### src/rtl/ctrl_pipe_reg.sv
// Multi-stage pipeline register for decoded control words.
// Each stage tracks its own valid bit and supports stall, flush and bubble insertion. A saturating counter records bubbles at the last stage.
module ctrl_pipe_reg #(
    parameter int                CTRL_W   = 17,
    parameter int                DEPTH    = 3,
    parameter logic [CTRL_W-1:0] NOP_CTRL = '0,
    parameter int                CNT_W    = 16
) (
    input  logic                     clk,
    input  logic                     rst,
    input  logic                     in_valid,
    output logic                     in_ready,
    input  logic [CTRL_W-1:0]        in_ctrl,
    input  logic [DEPTH-1:0]         stall,
    input  logic [DEPTH-1:0]         flush,
    input  logic                     cnt_clr,
    output logic [DEPTH*CTRL_W-1:0]  ctrl_o,
    output logic [DEPTH-1:0]         valid_o,
    output logic [CNT_W-1:0]         bubble_cnt
);

    localparam logic [CNT_W-1:0] CNT_ONE = {{(CNT_W-1){1'b0}}, 1'b1};

    logic [DEPTH-1:0]             hold;
    logic [DEPTH-1:0]             vld;
    logic [DEPTH-1:0][CTRL_W-1:0] word;
    logic [CNT_W-1:0]             cnt;

    // A stage is frozen when it or any stage downstream of it is stalled.
    always_comb begin
        hold = '0;
        for (int k = 0; k < DEPTH; k++)
            hold[k] = |(stall >> k);
    end

    assign in_ready   = ~hold[0];
    assign valid_o    = vld;
    assign ctrl_o     = word;
    assign bubble_cnt = cnt;

    for (genvar k = 0; k < DEPTH; k++) begin : g_stage
        if (k == 0) begin : g_head
            always_ff @(posedge clk or negedge rst) begin
                if (!rst) begin
                    vld[k]  <= 1'b0;
                    word[k] <= NOP_CTRL;
                end else if (flush[k]) begin
                    vld[k]  <= 1'b0;
                    word[k] <= NOP_CTRL;
                end else if (!hold[k]) begin
                    vld[k]  <= in_valid;
                    word[k] <= in_valid ? in_ctrl : NOP_CTRL;
                end
            end
        end else begin : g_body
            always_ff @(posedge clk or negedge rst) begin
                if (!rst) begin
                    vld[k]  <= 1'b0;
                    word[k] <= NOP_CTRL;
                end else if (flush[k]) begin
                    vld[k]  <= 1'b0;
                    word[k] <= NOP_CTRL;
                end else if (hold[k]) begin
                    vld[k]  <= vld[k];
                    word[k] <= word[k];
                end else if (hold[k-1]) begin
                    // Upstream is frozen, so this stage drains as a bubble.
                    vld[k]  <= 1'b0;
                    word[k] <= NOP_CTRL;
                end else begin
                    vld[k]  <= vld[k-1];
                    word[k] <= word[k-1];
                end
            end
        end
    end

    always_ff @(posedge clk or negedge rst) begin
        if (!rst)
            cnt <= '0;
        else if (cnt_clr)
            cnt <= '0;
        else if (!vld[DEPTH-1] && cnt != '1)
            cnt <= cnt + CNT_ONE;
    end

endmodule

### config.mk
export PLATFORM = sky130hd
export DESIGN_NAME = ctrl_pipe_reg
export DESIGN_NICKNAME = d
export VERILOG_FILES = /design/src/rtl/ctrl_pipe_reg.sv
export SDC_FILE = /design/constraint.sdc
export NUM_CORES = 1
export LEC_CHECK = 0
export ABC_CLOCK_PERIOD_IN_PS = 3150
export BUFFER_PORTS_ARGS = -buffer_cell sky130_fd_sc_hd__buf_2
export CAP_MARGIN = 5
export CORE_MARGIN = 2
export CORE_UTILIZATION = 50
export CTS_CLUSTER_DIAMETER = 40
export CTS_CLUSTER_SIZE = 24
export DETAILED_ROUTE_END_ITERATION = 8
export GPL_TIMING_DRIVEN = 0
export HOLD_SLACK_MARGIN = 0.15
export PLACE_DENSITY_LB_ADDON = 0.25
export SYNTH_ARGS = -nofsm -noshare
export SYNTH_HDL_FRONTEND = slang
export SYNTH_SLANG_ARGS = --single-unit
### constraint.sdc
create_clock -name clk -period 3.15 [get_ports clk]
set_clock_uncertainty 0.15 [all_clocks]
set_input_delay 0.945 -clock clk [delete_from_list [all_inputs] [get_ports clk]]
set_output_delay 0.945 -clock clk [all_outputs]
set_load 0.02 [all_outputs]
Yosys cells after proc, flatten, opt, wreduce, memory -nomap -nowiden
Cells that the tools add are included.

Bitwise logic cells: 1. Add/sub/neg operators: 1. Magnitude comparators: 0. Mux-type cells: 19. Multipliers: 0. Eq/ne operators: 4. Divide/modulo/power cells: 0. Shift operators: 0. Reduce and logical (&&, ||, !) cells: 5.

Operators by type and width (number): $mux 17 (9); $mux 16 (2); $add 16x1->16 const B (1); $ne 16x16->1 const B (1); $mux 1 (8); $ne 2x2->1 const B (2); $reduce_or 3->1 (1); $ne 2x1->1 const B (1); $reduce_bool 2->1 (1); $reduce_or 2->1 (1); $logic_and 1x1->1 (1); $logic_not 1->1 (1); $not 1->1 (1).

Register bits after elaboration: 70. Latch bits: 0. Memories: 0. Word-level logic and storage cells: 37. RAM bits: 0. ROM bits: 0.

Depth between registers and ports, before layout
Depth after elaboration: 4. Depth in mapped cells: 5. Gate-level depth less buffers: 5.

Worst setup path before layout
Ideal clock, no wire load.

Kind: input-to-reg. Start point: input stall[1]. End point: register word, in the netlist ctrl_o[10]. Arrival time: 2.468 ns. Path slack: 0.465 ns. Stages: 5. Data required time: 2.934 ns. Cell sequence: nor3_1 and3b_1 clkbuf_1 buf_1 a22o_1.

Word-level cells in the longest chain between the ends: 2.

RTL lines: start, declared (line 14) `input logic [DEPTH-1:0] stall,`; $reduce_or 3->1 (line 33) `hold[k] = |(stall >> k);`; $ne 2x2->1 (no line); end signal, assigned by index (line 52) `word[k] <= in_valid ? in_ctrl : NOP_CTRL;`; end, declared (line 26) `logic [DEPTH-1:0][CTRL_W-1:0] word;`.

Every way passes these cells. A chain may end at the register's enable or synchronous reset.

Final worst setup path
Start point: input stall[1]. End point: output in_ready.

Word-level cells in the longest chain between the ends: 2.

RTL lines: $reduce_or 3->1 (line 33); $not 1->1 (line 36) `assign in_ready = ~hold[0];`; end, declared (line 12) `output logic in_ready,`.

Every way passes these cells.

==> flow_summary.json <==
{
  "status": "complete, no violations",
  "root_buffer": "clkbuf_8",
  "dr.pass1.iters": 4,
  "std_cell_rows": 27,
  "fin_crit_ns": 2.75,
  "fin_nets": 359,
  "maxCapViolCount": 0,
  "end_kind": "primary output",
  "timing.fmax_mhz": 363,
  "tns_ns": 0,
  "hold_viol_final": 0,
  "grt_pass1_wl_mm": 10.4,
  "avgSynthCellArea_um2": 12.6,
  "slew_violations": 0,
  "wire_per_inst_um": 15.1,
  "syn2layout_area_growth_pct": 26.8,
  "synth_area_um2": 2830,
  "finish.utilization_pct": 65.5,
  "worstSetupStartpointType": "primary input",
  "seqCellArea_um2": 1750,
  "met3_usage_pct": 5.00,
  "cpPeakStageDelay_ns": 0.35,
  "fillers": 463,
  "tightestPinTransition_ns": 0.930,
  "diodes": 0,
  "start_util_pct": 51.6,
  "ir_drop_v": 0.000366,
  "drc": 0,
  "ctsResizeCount": 0,
  "yosys.cell_types.count": 38,
  "layout_common_cells": "buf_2, dfrtp_1, a22o_1",
  "vias_per_cell": 5.47,
  "die_w_um": 79.2,
  "vias": 2233,
  "antenna_found_initial": 0,
  "cp_top_family": "buffers and inverters",
  "setup_viol": 0,
  "fin_total_pwr_w": 0.00167,
  "multi_input_area_um2": 1010,
  "path_buf_inv": 2,
  "final_common_cell": "buf_2",
  "grtUsageMet1_pct": 28.6,
  "cts.sinks": 70,
  "io_buffers": 96,
  "cp_slowest_cell": "nor3_1",
  "clk_pin_slew_ns": 0.08,
  "layout-drive-gt1-share_pct": 36.0,
  "hp-class": "register to register",
  "grt_max_degree": 71,
  "yosysSeqAreaShare_pct": 62.0,
  "numCtsBuffers": 9,
  "yosysWarnings": 0,
  "rsz0062_at_grt": "false",
  "pre_cts_slack_ns": 0.383,
  "track_usage_pct": 21.6,
  "crit_required_ns": 2.05,
  "grtUsageMet2_pct": 33.3,
  "design.core.area_um2": 5470,
  "worstPathCellList": "buf_2 > nor3_1 > buf_2",
  "grt_pass1_vias": 2175,
  "wirelength_mm": 6.16,
  "clockBufferDepth": 2,
  "cp_common_cell": "buf_2",
  "place.gp.congestion": 0.925,
  "timing.final.ws_setup_ns": 0.395,
  "cts_setup_buffers": 0,
  "slew_headroom_pct": 37.5,
  "critPathArrivalTime_ns": 1.66,
  "power_leakage_nw": 1.88,
  "timing.final.crit_share_pct": 87.4,
  "dieArea_um2": 6270,
  "dp_hpwl_mm": 4.56,
  "ctsHoldBuffers": 0,
  "clock_latency_ns": 0.34,
  "htreeDepth": 3,
  "power_density_nw_per_um2": 468,
  "synth_nets": 252,
  "ant_nets": 0,
  "initialDrtViolationCount": 101,
  "crit_fanout": 4,
  "die_h_um": 79.2,
  "syn-instance-count": 224,
  "worst-setup-path-type": "primary input to primary output",
  "cts_tree": "yes",
  "whs_ns": 0.353,
  "ios": 98,
  "gr-total-overflow": 0,
  "grt.busiest_layer": "met2",
  "ys_seq_elements": 70
}
per-stage QoR:
stage | instances | instance area [um2]
floorplan | 224 | 2830
global placement | 392 | 3400
detailed placement | 392 | 3400
CTS | 408 | 3580
global route | 408 | 3580
finish | 408 | 3580
worst paths after layout:
path	cells past startpoint	slack, ns	to	startpoint
min reg2reg	1	0.35	ctrl_o[47]	ctrl_o[47]
max in group asynchronous	1	1.76	ctrl_o[3]	rst
min	1	0.35	ctrl_o[47]	ctrl_o[47]
max	3	0.40	in_ready	stall[1]
min in group asynchronous	1	0.54	bubble_cnt[0]	rst
max reg2reg	5	0.78	bubble_cnt[12]	bubble_cnt[0]
logic make-up after synthesis:
| logic type | Yosys count | share of synthesized area [%] |
|---|---|---|
| AOI/OAI and AO/OA | 80 | 22.5 |
| xor gates and xnor gates | 1 | 0.310 |
| adders and majority gates | 1 | 0.443 |
| buffers and inverters | 16 | 2.13 |
| DFF | 70 | 62.0 |
| muxes | 3 | 1.15 |
| and+or+nand+nor | 53 | 11.5 |
worst reg2reg max path, delay by kind of cell, from the launching register on:
| kind | cells | cell delay (ns) |
|---|---|---|
| adder cells (fa/ha/maj) | 1 | 0.22 |
| flip-flops | 1 | 0.44 |
| multiplexers | 1 | 0.35 |
| AND/OR/NAND/NOR | 3 | 1.10 |
layer usage:
layer / share of wire, % / vias up / wire length, um
li1: - / 1085 / -
met2: 47 / 76 / 2890
met1: 44 / 1059 / 2720
met4: 2.6 / 0 / 162
met3: 6.2 / 13 / 384
met5: 0 / - / 0
flip-flops by register name (all words and copies together), names as in the netlist:
register	flops
ctrl_o	51
bubble_cnt	16
valid_o	3
where the power goes:
| part | switching, W | internal, W | total [W] |
|---|---|---|---|
| Clock | 0.000362 | 0.000302 | 0.000664 |
| Combinational | 0.0000653 | 0.0000297 | 0.0000949 |
| Sequential | 0.00000948 | 0.000906 | 0.000916 |
| Total | 0.000437 | 0.00124 | 0.00167 |
area by class of cell:
| cell class | count | area share (%) |
|---|---|---|
| clock buffers | 9 | 3.46 |
| well taps | 72 | 2.51 |
| plain buffers | 10 | 1.05 |
| flip-flops and latches | 70 | 48.9 |
| multi-input cells | 138 | 28.3 |
| inverters | 6 | 0.629 |
| repair buffers | 96 | 13.5 |
| clock inverters | 7 | 1.68 |
synthesized netlist by cell type:
master | instances | area share, %
a21o_1 | 1 | 0.27
a21oi_1 | 9 | 1.6
a22o_1 | 53 | 16
a311oi_1 | 2 | 0.62
a31oi_1 | 2 | 0.44
and3b_1 | 1 | 0.31
buf_1 | 1 | 0.13
clkbuf_1 | 9 | 1.2
dfrtp_1 | 70 | 62
ha_1 | 1 | 0.44
inv_1 | 6 | 0.80
mux2_1 | 2 | 0.80
mux2i_1 | 1 | 0.35
nand2_1 | 6 | 0.80
nand2b_1 | 2 | 0.44
nand3_1 | 2 | 0.35
nand3_2 | 2 | 0.71
nand4_1 | 2 | 0.44
nand4_2 | 1 | 0.44
nand4b_1 | 1 | 0.31
nor2_1 | 11 | 1.5
nor2b_1 | 3 | 0.66
nor3_1 | 9 | 1.6
nor4_1 | 1 | 0.22
nor4_2 | 1 | 0.44
nor4b_2 | 1 | 0.53
o21a_1 | 1 | 0.27
o21ai_0 | 8 | 1.4
o311ai_1 | 1 | 0.31
o31ai_1 | 1 | 0.27
o41ai_1 | 1 | 0.31
o41ai_2 | 1 | 0.58
or2_2 | 1 | 0.22
or3_1 | 5 | 1.1
or4_1 | 2 | 0.53
or4_4 | 1 | 0.40
or4b_4 | 1 | 0.49
xor2_1 | 1 | 0.31
Note: power is estimated with default switching activity, not from simulation.
